`src/rtl/seven_seg_pkg.sv`:
```
// Shared definitions for the 4-digit 7-segment scan controller:
// FSM state encoding, all-off pin patterns and the hex decode table.
package seven_seg_pkg;

   typedef enum logic [1:0] {
      ST_IDLE  = 2'd0,
      ST_BLANK = 2'd1,
      ST_ON    = 2'd2
   } state_t;

   localparam logic [6:0] SEG_OFF = 7'h7F;
   localparam logic [3:0] AN_OFF  = 4'hF;

   // Active-low {g,f,e,d,c,b,a} patterns for 0..F.
   localparam logic [6:0] SEG_TABLE [16] = '{
      7'h40, 7'h79, 7'h24, 7'h30,
      7'h19, 7'h12, 7'h02, 7'h78,
      7'h00, 7'h10, 7'h08, 7'h03,
      7'h46, 7'h21, 7'h06, 7'h0E
   };

endpackage

```
`src/rtl/seven_seg_scan_ctrl_if.sv`:
```
// Load handshake bundle: a producer offers a 16-bit hex value plus
// 4 decimal points; the display controller accepts it when ready.
//   load_valid/load_data/load_dp : producer -> controller
//   load_ready                   : controller -> producer
interface seven_seg_scan_ctrl_if;

   logic        load_valid;
   logic [15:0] load_data;
   logic [3:0]  load_dp;
   logic        load_ready;

   modport master (
      output load_valid,
      output load_data,
      output load_dp,
      input  load_ready
   );

   modport slave (
      input  load_valid,
      input  load_data,
      input  load_dp,
      output load_ready
   );

endinterface

```
`src/rtl/hex_to_seg7.sv`:
```
// Combinational hex nibble to active-low 7-segment pattern.
//   nib : hex digit in;  seg : {g,f,e,d,c,b,a}, 0 = lit
module hex_to_seg7
   import seven_seg_pkg::*;
(
   input  logic [3:0] nib,
   output logic [6:0] seg
);

   assign seg = SEG_TABLE[nib];

endmodule

```
`src/rtl/seven_seg_scan_ctrl.sv`:
```
// Multiplexed 4-digit common-anode display scanner with anti-ghost
// blanking, leading-zero suppression and frame-synchronous loading.
//   in_clk, rst        : clock, async active-high reset
//   enable, blank_lz   : scan on/off, leading-zero suppress
//   lb (slave)         : value load handshake
//   an, seg, dp        : active-low display pins (registered)
//   frame_done         : pulse in last cycle of the digit 3 slot
module seven_seg_scan_ctrl
   import seven_seg_pkg::*;
#(
   parameter int ON_CYCLES    = 49500,
   parameter int BLANK_CYCLES = 500
) (
   input  logic                  in_clk,
   input  logic                  rst,
   input  logic                  enable,
   input  logic                  blank_lz,
   seven_seg_scan_ctrl_if.slave  lb,
   output logic [3:0]            an,
   output logic [6:0]            seg,
   output logic                  dp,
   output logic                  frame_done
);

   localparam int MAXC = (ON_CYCLES > BLANK_CYCLES) ?
                         ON_CYCLES : BLANK_CYCLES;
   localparam int CW = $clog2(MAXC);

   localparam logic [CW-1:0] ON_LAST = CW'(ON_CYCLES - 1);
   localparam logic [CW-1:0] ON_PRE  = CW'(ON_CYCLES - 2);
   localparam logic [CW-1:0] BL_LAST = CW'(BLANK_CYCLES - 1);

   state_t        state;
   logic [CW-1:0] cnt;
   logic [1:0]    digit;

   logic [15:0]   shadow;
   logic [3:0]    shadow_dp;
   logic [15:0]   pend;
   logic [3:0]    pend_dp;
   logic          pend_full;

   logic [3:0]    nib;
   logic [6:0]    nib_seg;
   logic          z3, z2, z1;
   logic [3:0]    lz_mask;
   logic          xfer;
   logic          commit;

   assign nib = shadow[{digit, 2'b00} +: 4];

   hex_to_seg7 u_dec (
      .nib (nib),
      .seg (nib_seg)
   );

   // Digit i is suppressed when every nibble from 3 down to i is zero.
   assign z3 = (shadow[15:12] == 4'h0);
   assign z2 = (shadow[11:8]  == 4'h0);
   assign z1 = (shadow[7:4]   == 4'h0);
   assign lz_mask = {4{blank_lz}} &
                    {z3, z3 & z2, z3 & z2 & z1, 1'b0};

   assign lb.load_ready = ~pend_full;
   assign xfer   = lb.load_valid & ~pend_full;
   // Shadow only changes between frames, or at once when dark.
   assign commit = pend_full &
                   (frame_done | (state == ST_IDLE));

   always_ff @(posedge in_clk or posedge rst) begin
      if (rst) begin
         shadow    <= '0;
         shadow_dp <= '0;
         pend      <= '0;
         pend_dp   <= '0;
         pend_full <= 1'b0;
      end else if (commit) begin
         shadow    <= pend;
         shadow_dp <= pend_dp;
         pend_full <= 1'b0;
      end else if (xfer) begin
         pend      <= lb.load_data;
         pend_dp   <= lb.load_dp;
         pend_full <= 1'b1;
      end
   end

   always_ff @(posedge in_clk or posedge rst) begin
      if (rst) begin
         state      <= ST_IDLE;
         cnt        <= '0;
         digit      <= '0;
         an         <= AN_OFF;
         seg        <= SEG_OFF;
         dp         <= 1'b1;
         frame_done <= 1'b0;
      end else begin
         frame_done <= 1'b0;
         if (!enable) begin
            state <= ST_IDLE;
            cnt   <= '0;
            digit <= '0;
            an    <= AN_OFF;
            seg   <= SEG_OFF;
            dp    <= 1'b1;
         end else begin
            unique case (state)
               ST_IDLE: begin
                  state <= ST_BLANK;
                  cnt   <= '0;
                  digit <= '0;
                  an    <= AN_OFF;
                  seg   <= SEG_OFF;
                  dp    <= 1'b1;
               end
               ST_BLANK: begin
                  if (cnt == BL_LAST) begin
                     state <= ST_ON;
                     cnt   <= '0;
                     an    <= lz_mask[digit] ? AN_OFF :
                              ~(4'b0001 << digit);
                     seg   <= nib_seg;
                     dp    <= ~shadow_dp[digit];
                  end else begin
                     cnt <= cnt + 1'b1;
                  end
               end
               ST_ON: begin
                  // Registered pulse lands on the slot's last cycle.
                  if (cnt == ON_PRE && digit == 2'd3)
                     frame_done <= 1'b1;
                  if (cnt == ON_LAST) begin
                     state <= ST_BLANK;
                     cnt   <= '0;
                     digit <= digit + 2'd1;
                     an    <= AN_OFF;
                     seg   <= SEG_OFF;
                     dp    <= 1'b1;
                  end else begin
                     cnt <= cnt + 1'b1;
                  end
               end
               default: state <= ST_IDLE;
            endcase
         end
      end
   end

endmodule

```
`src/flat_wrapper.sv`:
```
// flat-port wrapper written by rule: the top's interface ports become plain ports
module seven_seg_scan_ctrl_flat import seven_seg_pkg::*;
#(
   parameter int ON_CYCLES    = 49500,
   parameter int BLANK_CYCLES = 500
)
  (in_clk, rst, enable, blank_lz, an, seg, dp, frame_done, lb_load_valid, lb_load_data, lb_load_dp, lb_load_ready);
  seven_seg_scan_ctrl_if lb_i ();
  input  logic in_clk;
  input  logic rst;
  input  logic enable;
  input  logic blank_lz;
  output logic [3:0] an;
  output logic [6:0] seg;
  output logic dp;
  output logic frame_done;
  input wire logic [$bits(lb_i.load_valid)-1:0] lb_load_valid;
  input wire logic [$bits(lb_i.load_data)-1:0] lb_load_data;
  input wire logic [$bits(lb_i.load_dp)-1:0] lb_load_dp;
  output wire logic [$bits(lb_i.load_ready)-1:0] lb_load_ready;
  assign lb_i.load_valid = lb_load_valid;
  assign lb_i.load_data = lb_load_data;
  assign lb_i.load_dp = lb_load_dp;
  assign lb_load_ready = lb_i.load_ready;
  seven_seg_scan_ctrl #(.ON_CYCLES(ON_CYCLES), .BLANK_CYCLES(BLANK_CYCLES)) u_core (.in_clk(in_clk), .rst(rst), .enable(enable), .blank_lz(blank_lz), .lb(lb_i), .an(an), .seg(seg), .dp(dp), .frame_done(frame_done));
endmodule
```
`config.mk`:
```
export PLATFORM = sky130hd
export DESIGN_NAME = seven_seg_scan_ctrl_flat
export DESIGN_NICKNAME = d
export VERILOG_FILES = /design/src/rtl/seven_seg_pkg.sv /design/src/rtl/seven_seg_scan_ctrl_if.sv /design/src/rtl/hex_to_seg7.sv /design/src/rtl/seven_seg_scan_ctrl.sv /design/src/flat_wrapper.sv
export SDC_FILE = /design/constraint.sdc
export NUM_CORES = 1
export LEC_CHECK = 0
export CAP_MARGIN = 20
export CORE_UTILIZATION = 46
export CTS_CLUSTER_DIAMETER = 40
export DETAILED_ROUTE_END_ITERATION = 12
export PLACE_DENSITY_LB_ADDON = 0.08
export REMOVE_ABC_BUFFERS = 1
export SETUP_SLACK_MARGIN = 0.2
export SLEW_MARGIN = 10
export SYNTH_ARGS = -nofsm -noshare
export SYNTH_HDL_FRONTEND = slang
export SYNTH_SLANG_ARGS = --single-unit
```
`constraint.sdc`:
```
create_clock -name in_clk -period 8.4 [get_ports in_clk]
set_input_delay 2.52 -clock in_clk [delete_from_list [all_inputs] [get_ports in_clk]]
set_output_delay 2.52 -clock in_clk [all_outputs]
set_load 0.05 [all_outputs]
```
==> results of run 1 <==
## Yosys cell counts (all sizes together), types with 6 or more instances
| master | count |
|---|---|
| nand4 | 7 |
| dfstp | 12 |
| nor3 | 8 |
| xnor2 | 7 |
| buf | 9 |
| dfrtp | 62 |
| nor2 | 13 |
| inv | 14 |
| o21ai | 10 |
| nand2 | 17 |
| xor2 | 6 |
| ha | 16 |
| a21oi | 18 |
| mux2i | 7 |
| nand3 | 12 |
| mux2 | 53 |
## registers in the layout (all words and copies together) (netlist names)
signal / count
u_core.pend_full: 1
u_core.shadow: 16
u_core.state: 2
u_core.digit: 2
u_core.shadow_dp: 4
u_core.cnt: 16
u_core.pend_dp: 4
u_core.frame_done: 1
u_core.pend: 16
u_core.dp: 1
u_core.seg: 7
u_core.an: 4
## worst max-delay path: stages
cell	delay, ps
clkdlybuf4s50_1	760
nor4b_2	850
a311oi_2	330
mux2_1	420
## cell families (layout without fill, tap and decap cells)
logic type / count (synthesis) / after routing / synth area share [%]
AOI/OAI and AO/OA: 54 / 54 / 9.17
xor gates and xnor gates: 13 / 13 / 2.91
adders and majority gates: 16 / 16 / 5.11
buffers and inverters: 29 / 72 / 3.32
DFF: 74 / 74 / 47.7
muxes: 65 / 65 / 19.9
and+or+nand+nor: 82 / 82 / 11.9
## path summary, 6_finish.rpt
path / startpoint / to / slack (ps) / cells past startpoint
min in group asynchronous: rst / u_core.pend_dp[1]$_DFFE_PP0P_ / 2760 / 3
worst min register to register: u_core.seg[0]$_DFFE_PP1P_ / u_core.seg[0]$_DFFE_PP1P_ / 510 / 1
max in group asynchronous: rst / u_core.shadow[12]$_DFFE_PP0P_ / 5050 / 3
worst max-delay path: enable / u_core.seg[2]$_DFFE_PP1P_ / 3790 / 4
worst max register to register: u_core.cnt[10]$_DFFE_PP0N_ / u_core.an[2]$_DFFE_PP1P_ / 5780 / 5
worst min-delay path: u_core.seg[0]$_DFFE_PP1P_ / u_core.seg[0]$_DFFE_PP1P_ / 510 / 1
## per-layer routing
metal	share of wire [%]	up-vias	wire, µm
met5	0	-	0
met4	1.5	0	116
met3	3.8	11	298
met2	45	65	3480
met1	50	1332	3890
li1	-	1292	-
## per-stage QoR
stage	util (%)	cell area, µm²	cells
after global routing	56.5	4640	481
final	56.5	4640	481
after CTS	56.5	4640	481
after floorplan	-	3840	319
after detailed placement	53.3	4380	465
after global placement	53.3	4380	465
## cell type report
cell class / count / area [µm²] / share of cell area [%]
Sequential cell: 74 / 1870 / 40.2
Inverter: 15 / 56.3 / 1.21
Multi-Input combinational cell: 230 / 1920 / 41.3
Tap cell: 105 / 131 / 2.83
Clock inverter: 6 / 138 / 2.97
Clock buffer: 10 / 128 / 2.75
Timing Repair Buffer: 41 / 403 / 8.68
## power by group through the flow
stage                     combinational [mW]  clock (mW)  sequential (mW)
after floorplan                        0.307           0            0.537
after global placement                 0.397           0            0.548
after detailed placement               0.407           0            0.551
after CTS                              0.411       0.376            0.545
after global routing                   0.450       0.389            0.560
final                                  0.408       0.369            0.543
==> flow_metrics.env, run 1 <==
export IMPL_status="finished, final reports clean"
export IMPL_post_route_min_period_ps=4610
export IMPL_grtUsageTotal_pct=19.5
export IMPL_grtUsageMet1_pct=29.3
export IMPL_grt_max_degree=75
export IMPL_grt_pass1_vias=2590
export IMPL_firstDrtPassIters=5
export IMPL_clkTransAtPathRegs_ps=80
export IMPL_synth_top_area_share_pct=39.6
export IMPL_cts_repair_resized=0
export IMPL_p_int_mw=0.910
export IMPL_fin_ws_ps=3790
export IMPL_async_flop_share_pct=100
export IMPL_drt_total_wl_um=7780
export IMPL_power_mw=1.32
export IMPL_antenna_cells=0
export IMPL_detailed_place_hpwl_um=5410
export IMPL_io_pins=39
export IMPL_power_frac_seq_pct=41.1
export IMPL_cts_sinks=74
export IMPL_use_met3_pct=2.91
export IMPL_drt_iter0_markers=124
export IMPL_wl_per_cell_um=16.2
export IMPL_start_util_pct=47.6
export IMPL_rsz0062_at_grt="no"
export IMPL_viasPerCell=5.61
export IMPL_clock_latency_ps=350
export IMPL_setup_tns_ps=0
export IMPL_pwr_share_clk_pct=27.9
export IMPL_vias=2700
export IMPL_area_growth_pct=18.5
export IMPL_grt_pass1_wl_um=13300
export IMPL_cts_path_max_buffers=2
export IMPL_final_nets=412
export IMPL_dieArea_um2=8880
export IMPL_htree_levels=3
export IMPL_cts_root_buf="clkbuf_8"
export IMPL_synth_edf_count=0
export IMPL_final_cell_mix="dfrtp_1, mux2_2, clkdlybuf4s50_1"
export IMPL_die_x_um=94.3
export IMPL_synth_cell_type_count=54
export IMPL_num_rows=33
export IMPL_cts_made_buffers=9
export IMPL_antenna_found_initial=0
export IMPL_relSlewSlack_pct=33.4
export IMPL_skew_ps=9.23
export IMPL_met2_usage_pct=28.2
export IMPL_cp_max_fo=15
export IMPL_fin_crit_sh_pct=54.9
export IMPL_grt_busiest_layer="met1"
export IMPL_crit_type="input pin to register"
export IMPL_synthCells=333
export IMPL_core_um2=8220
export IMPL_syn_avg_cell_area_um2=11.8
export IMPL_holdWs_ps=506
export IMPL_power_density_nw_per_um2=284
export IMPL_p_comb_share_pct=30.9
export IMPL_drc=0
export IMPL_cts_setup_buffers=0
export IMPL_switchingPower_mw=0.410
export IMPL_setup_violations=0
export IMPL_netlist_area_um2=3920
export IMPL_leakage_nw=1.83
export IMPL_synth_seq_area_share_pct=47.7
export IMPL_synth_area_top_cells="dfrtp_1, mux2_2, dfstp_2, ha_1, mux4_2"
export IMPL_gp_congestion=0.832
export IMPL_ant_nets=0
export IMPL_hold_viol=0
export IMPL_switching_share_pct=31.0
export IMPL_hold_class="register to register"
export IMPL_ctsHoldBuffers=0
export IMPL_grt_overflow=0
export IMPL_maxSlewViolCount=0
export IMPL_ys_flop_type="dfrtp_1"
export IMPL_fmaxAchievable_mhz=217
export IMPL_final_common_cell="dfrtp_1"
export IMPL_arrival_ps=4890
export IMPL_post_place_ws_ps=3410
export IMPL_synth_yosys_warnings=0
export IMPL_die_y_um=94.3
export IMPL_final_layout_size_suffix_gt1_share_pct=23.7
export IMPL_maxCapViolCount=0
export IMPL_cts_tree="done"
export IMPL_fillers=706
export IMPL_required_ps=8670
export IMPL_startpoint_type="input pin"
export IMPL_cp_end_kind="register"
export IMPL_port_buffer_count=38
export IMPL_ys_ff_latch=74
export IMPL_vdd_ir_drop_max_mv=0.157
export IMPL_yosys_area_top_type="dfrtp_1"
export IMPL_worstMarginPinSlew_ps=999
(Power assumes the default switching activity.)
==> run 2: changes to the inputs <==
clock period = 4.85 ns   (was 8.4 ns; I/O delays follow)
==> run 2 against run 1 <==
Total power increased by 65%; via count decreased by 0.81%; utilization decreased by 0.37 points; count of clock-buffer cells in the layout down 1; global-route usage is 0.38 points lower.
==> flow_metrics.env, run 2 (synthesis gave the netlist of run 1 again) <==
export IMPL_status="finished, final reports clean"
export IMPL_critPathLaunch="enable"
export IMPL_io_pins=39
export IMPL_grt_overflow=0
export IMPL_power_mw=2.18
export IMPL_relSlewSlack_pct=31.9
export IMPL_place_area_um2=4390
export IMPL_final_cells=481
export IMPL_post_route_min_period_ps=3620
export IMPL_setup_tns_ps=0
export IMPL_maxCapViolCount=0
export IMPL_hold_viol=0
export IMPL_cts_tree="done"
export IMPL_antenna_cells=0
export IMPL_r2r_start="u_core.cnt[3]$_DFFE_PP0N_"
export IMPL_rsz0062_at_grt="no"
export IMPL_finalInstanceArea_um2=4610
export IMPL_post_route_util_pct=56.1
export IMPL_top_regs="u_core.cnt: 16 flops, u_core.pend: 16 flops, u_core.shadow: 16 flops"
export IMPL_final_nets=412
export IMPL_grt_pass1_vias=2564
export IMPL_grt_max_degree=39
export IMPL_r2r_end="u_core.cnt[1]$_DFFE_PP0N_"
export IMPL_holdWs_ps=506
export IMPL_drt_total_wl_um=7660
export IMPL_grt_pass1_wl_um=13100
export IMPL_fin_ws_ps=1230
export IMPL_port_buffer_count=38
export IMPL_min_delay_path_depth=1
export IMPL_cp_end_kind="register"
export IMPL_p_int_mw=1.47
export IMPL_p_comb_share_pct=32.4
export IMPL_switchingPower_mw=0.702
export IMPL_power_frac_seq_pct=43.1
export IMPL_vdd_ir_drop_max_mv=0.245
export IMPL_htree_levels=3
export IMPL_clkTransAtPathRegs_ps=80
export IMPL_switching_share_pct=32.3
export IMPL_setup_violations=0
export IMPL_wl_per_cell_um=15.9
export IMPL_num_rows=33
export IMPL_pwr_share_clk_pct=24.5
export IMPL_firstDrtPassIters=4
export IMPL_arrival_ps=3880
export IMPL_core_um2=8220
export IMPL_cts_made_buffers=9
export IMPL_crit_type="input pin to register"
export IMPL_fin_crit_sh_pct=74.6
export IMPL_final_common_cell="dfrtp_1"
export IMPL_post_place_ws_ps=893
export IMPL_drt_iter0_markers=90
export IMPL_area_growth_pct=17.8
export IMPL_start_util_pct=47.6
export IMPL_gp_congestion=0.834
export IMPL_maxSlewViolCount=0
export IMPL_die_x_um=94.3
export IMPL_cts_setup_buffers=0
export IMPL_worstMarginPinSlew_ps=1020
export IMPL_hp_start="u_core.pend_dp[2]$_DFFE_PP0P_"
export IMPL_antenna_found_initial=0
export IMPL_drc=0
export IMPL_clock_latency_ps=340
export IMPL_ant_nets=0
export IMPL_ctsHoldBuffers=0
export IMPL_final_layout_size_suffix_gt1_share_pct=23.9
export IMPL_dieArea_um2=8880
export IMPL_cts_repair_resized=0
export IMPL_viasPerCell=5.57
export IMPL_final_cell_mix="dfrtp_1, mux2_2, clkdlybuf4s50_1"
export IMPL_fmaxAchievable_mhz=276
export IMPL_vias=2678
export IMPL_cts_sinks=74
export IMPL_required_ps=5110
export IMPL_die_y_um=94.3
export IMPL_r2r_cells=5
export IMPL_grtUsageTotal_pct=19.1
export IMPL_cts_root_buf="clkbuf_8"
export IMPL_startpoint_type="input pin"
export IMPL_power_density_nw_per_um2=472
export IMPL_leakage_nw=1.82
export IMPL_place_inst=465
export IMPL_skew_ps=10.3
export IMPL_detailed_place_hpwl_um=5500
export IMPL_cts_path_max_buffers=2
export IMPL_r2r_slack_ps=2230
export IMPL_cp_max_fo=15
export IMPL_hold_class="register to register"
export IMPL_hold_end="u_core.pend_dp[2]$_DFFE_PP0P_"
-- run 2: changes by cell type in the layout (fill, tap and decap cells not counted) --
cell / previous run / this run
bufinv_16: 4 / 2
buf_12: 0 / 1
inv_6: 1 / 2
clkbuf_1: 1 / 0
clkinvlp_4: 0 / 1
buf_4: 3 / 2
clkinv_2: 0 / 1
-- run 2: final cells by class --
cell class / count / area (µm²)
fill: 735 / 3610
multi-input combinational: 230 / 1920
sequential: 74 / 1870
timing repair buffer: 41 / 415
tap: 105 / 131
clock buffer: 9 / 124
clock inverter: 7 / 98.8
inverter: 15 / 56.3
-- run 2: worst max-delay path by stage --
stage | slack [ps] | depth (start not counted) | end
after global placement | 980 | 4 | u_core.an[3]$_DFFE_PP1P_
after detailed placement | 890 | 4 | u_core.seg[5]$_DFFE_PP1P_
final | 1230 | 4 | u_core.dp$_DFFE_PP1P_
after CTS | 1270 | 4 | u_core.dp$_DFFE_PP1P_
after global routing | 1150 | 4 | u_core.dp$_DFFE_PP1P_
after floorplan | 1530 | 1 | u_core.cnt[0]$_DFFE_PP0N_
-- run 2: power groups by stage --
stage / logic [mW] / clock network [mW] / registers, mW
final: 0.705 / 0.532 / 0.938
after global routing: 0.770 / 0.575 / 0.969
after floorplan: 0.532 / 0 / 0.929
after detailed placement: 0.703 / 0 / 0.954
after global placement: 0.689 / 0 / 0.950
after CTS: 0.707 / 0.550 / 0.942
-- run 2: routing by layer --
metal	part of all wire [%]	wire length (µm)	vias up	track usage, %
li1	-	-	1295	-
met1	51	3870	1301	28.7
met2	44	3380	70	27.7
met3	3.9	297	12	2.91
met4	1.5	113	0	6.92
met5	0	0	-	0
-- run 2: worst max-delay path, cell delays in order --
cell	delay, ps
clkdlybuf4s50_1	770
nor4b_2	910
a311oi_2	320
mux2_1	420
==> run 3: changes to the inputs <==
clock period = 3.77 ns   (was 4.85 ns; I/O delays follow)
==> run 3 against run 2 <==
Routed wire length is 2.3% higher; largest cell class unchanged; global-route usage increased by 0.61 points; via count rose by 0.93%; setup slack lost 470 ps; die area stayed put; first-iteration DRC count up 17%; clock power is 3.9% higher; sequential share of layout area grew 0.25 points; sequential cell count did not move; critical path depth grew 2.
==> flow_metrics.env, run 3 (synthesis gave the netlist of run 1 again) <==
export IMPL_hold_viol=0
export IMPL_vdd_ir_drop_max_mv=0.312
export IMPL_die_y_um=94.3
export IMPL_final_cell_mix="dfrtp_1, mux2_2, clkdlybuf4s50_1"
export IMPL_arrival_ps=3280
export IMPL_cts_path_max_buffers=2
export IMPL_cts_repair_resized=0
export IMPL_wl_per_cell_um=16.2
export IMPL_viasPerCell=5.60
export IMPL_power_density_nw_per_um2=583
export IMPL_detailed_place_hpwl_um=5660
export IMPL_io_pins=39
export IMPL_drt_iter0_markers=105
export IMPL_port_buffer_count=38
export IMPL_worstMarginPinSlew_ps=985
export IMPL_skew_ps=11.7
export IMPL_antenna_cells=0
export IMPL_status="finished, final reports clean"
export IMPL_grt_pass1_wl_um=13500
export IMPL_drc=0
export IMPL_seq_area_um2=1870
export IMPL_grt_overflow=0
export IMPL_ant_nets=0
export IMPL_vias=2703
export IMPL_required_ps=4040
export IMPL_htree_levels=3
export IMPL_final_cells=483
export IMPL_setup_violations=0
export IMPL_fin_crit_sh_pct=79.9
export IMPL_dieArea_um2=8880
export IMPL_crit_type="input pin to register"
export IMPL_top_regs="u_core.cnt: 16 flops, u_core.pend: 16 flops, u_core.shadow: 16 flops"
export IMPL_cts_sinks=74
export IMPL_clkTransAtPathRegs_ps=70
export IMPL_cts_root_buf="clkbuf_8"
export IMPL_ctsHoldBuffers=0
export IMPL_place_inst=468
export IMPL_multiInputGateArea_um2=1920
export IMPL_holdWs_ps=504
export IMPL_num_rows=33
export IMPL_final_layout_size_suffix_gt1_share_pct=23.8
export IMPL_gp_congestion=0.832
export IMPL_clock_latency_ps=340
export IMPL_leakage_nw=1.81
export IMPL_cts_setup_buffers=0
export IMPL_relSlewSlack_pct=34.3
export IMPL_cts_tree="done"
export IMPL_startpoint_type="input pin"
export IMPL_grtUsageTotal_pct=19.7
export IMPL_final_nets=415
export IMPL_drt_total_wl_um=7840
export IMPL_hold_class="register to register"
export IMPL_grt_max_degree=35
export IMPL_cts_made_buffers=9
export IMPL_maxSlewViolCount=0
export IMPL_setup_tns_ps=0
export IMPL_start_util_pct=47.6
export IMPL_cp_max_fo=12
export IMPL_fmaxAchievable_mhz=332
export IMPL_grt_pass1_vias=2687
export IMPL_firstDrtPassIters=4
export IMPL_final_common_cell="dfrtp_1"
export IMPL_core_um2=8220
export IMPL_rsz0062_at_grt="no"
export IMPL_maxCapViolCount=0
export IMPL_antenna_found_initial=0
export IMPL_post_route_min_period_ps=3010
export IMPL_area_growth_pct=17.0
export IMPL_power_mw=2.67
export IMPL_cp_end_kind="register"
export IMPL_die_x_um=94.3
export IMPL_fillers=728
## run 3: cell types whose count changed in the layout (fill, tap and decap cells not counted), sizes merged
| cell | before | now |
|---|---|---|
| clkbuf | 9 | 13 |
| buf | 3 | 6 |
| bufinv | 2 | 0 |
| clkinv | 3 | 2 |
| inv | 16 | 14 |
## run 3: worst paths after layout
path,from,endpoint,slack (ps),cells after the start
worst max-delay path,enable,u_core.an[2]$_DFFE_PP1P_,760,6
worst min-delay path,u_core.pend[6]$_DFFE_PP0P_,u_core.shadow[6]$_DFFE_PP0P_,500,1
worst max register to register,u_core.cnt[3]$_DFFE_PP0N_,u_core.cnt[15]$_DFFE_PP0N_,1110,5
worst min register to register,u_core.pend[6]$_DFFE_PP0P_,u_core.shadow[6]$_DFFE_PP0P_,500,1
max in group asynchronous,rst,u_core.seg[2]$_DFFE_PP1P_,1860,3
min in group asynchronous,rst,u_core.cnt[12]$_DFFE_PP0N_,1230,2
## run 3: where the power goes
part,switching (mW),internal [mW],leakage (nW),total (mW)
clock network,0.281,0.271,0.0855,0.553
logic,0.432,0.479,0.824,0.911
registers,0.166,1.04,0.898,1.21
total,0.879,1.79,1.81,2.67
## run 3: critical path, stage by stage
cell	delay [ps]
clkdlybuf4s50_1	460
buf_4	200
nand2_1	180
a21oi_1	80
a311oi_2	810
mux2_2	410
## run 3: cell type report
| cell class | count | area share (%) |
|---|---|---|
| multi-input combinational | 230 | 41.9 |
| sequential | 74 | 40.7 |
| inverter | 15 | 1.23 |
| clock inverter | 2 | 0.273 |
| timing repair buffer | 44 | 9.56 |
| tap | 105 | 2.87 |
| clock buffer | 13 | 3.47 |
## run 3: through the flow
stage	area, µm²	setup WS (ps)	utilization, %
after CTS	4580	736	55.8
after global routing	4580	604	55.8
after global placement	4410	440	53.7
final	4580	759	55.8
after detailed placement	4410	382	53.7
after floorplan	3840	777	-
## run 3: routing by layer
layer / wire length [µm] / GRT usage, %
met2: 3510 / 29.2
met4: 80 / 6.54
met3: 265 / 3.07
met5: 0 / 0
met1: 3980 / 29.3
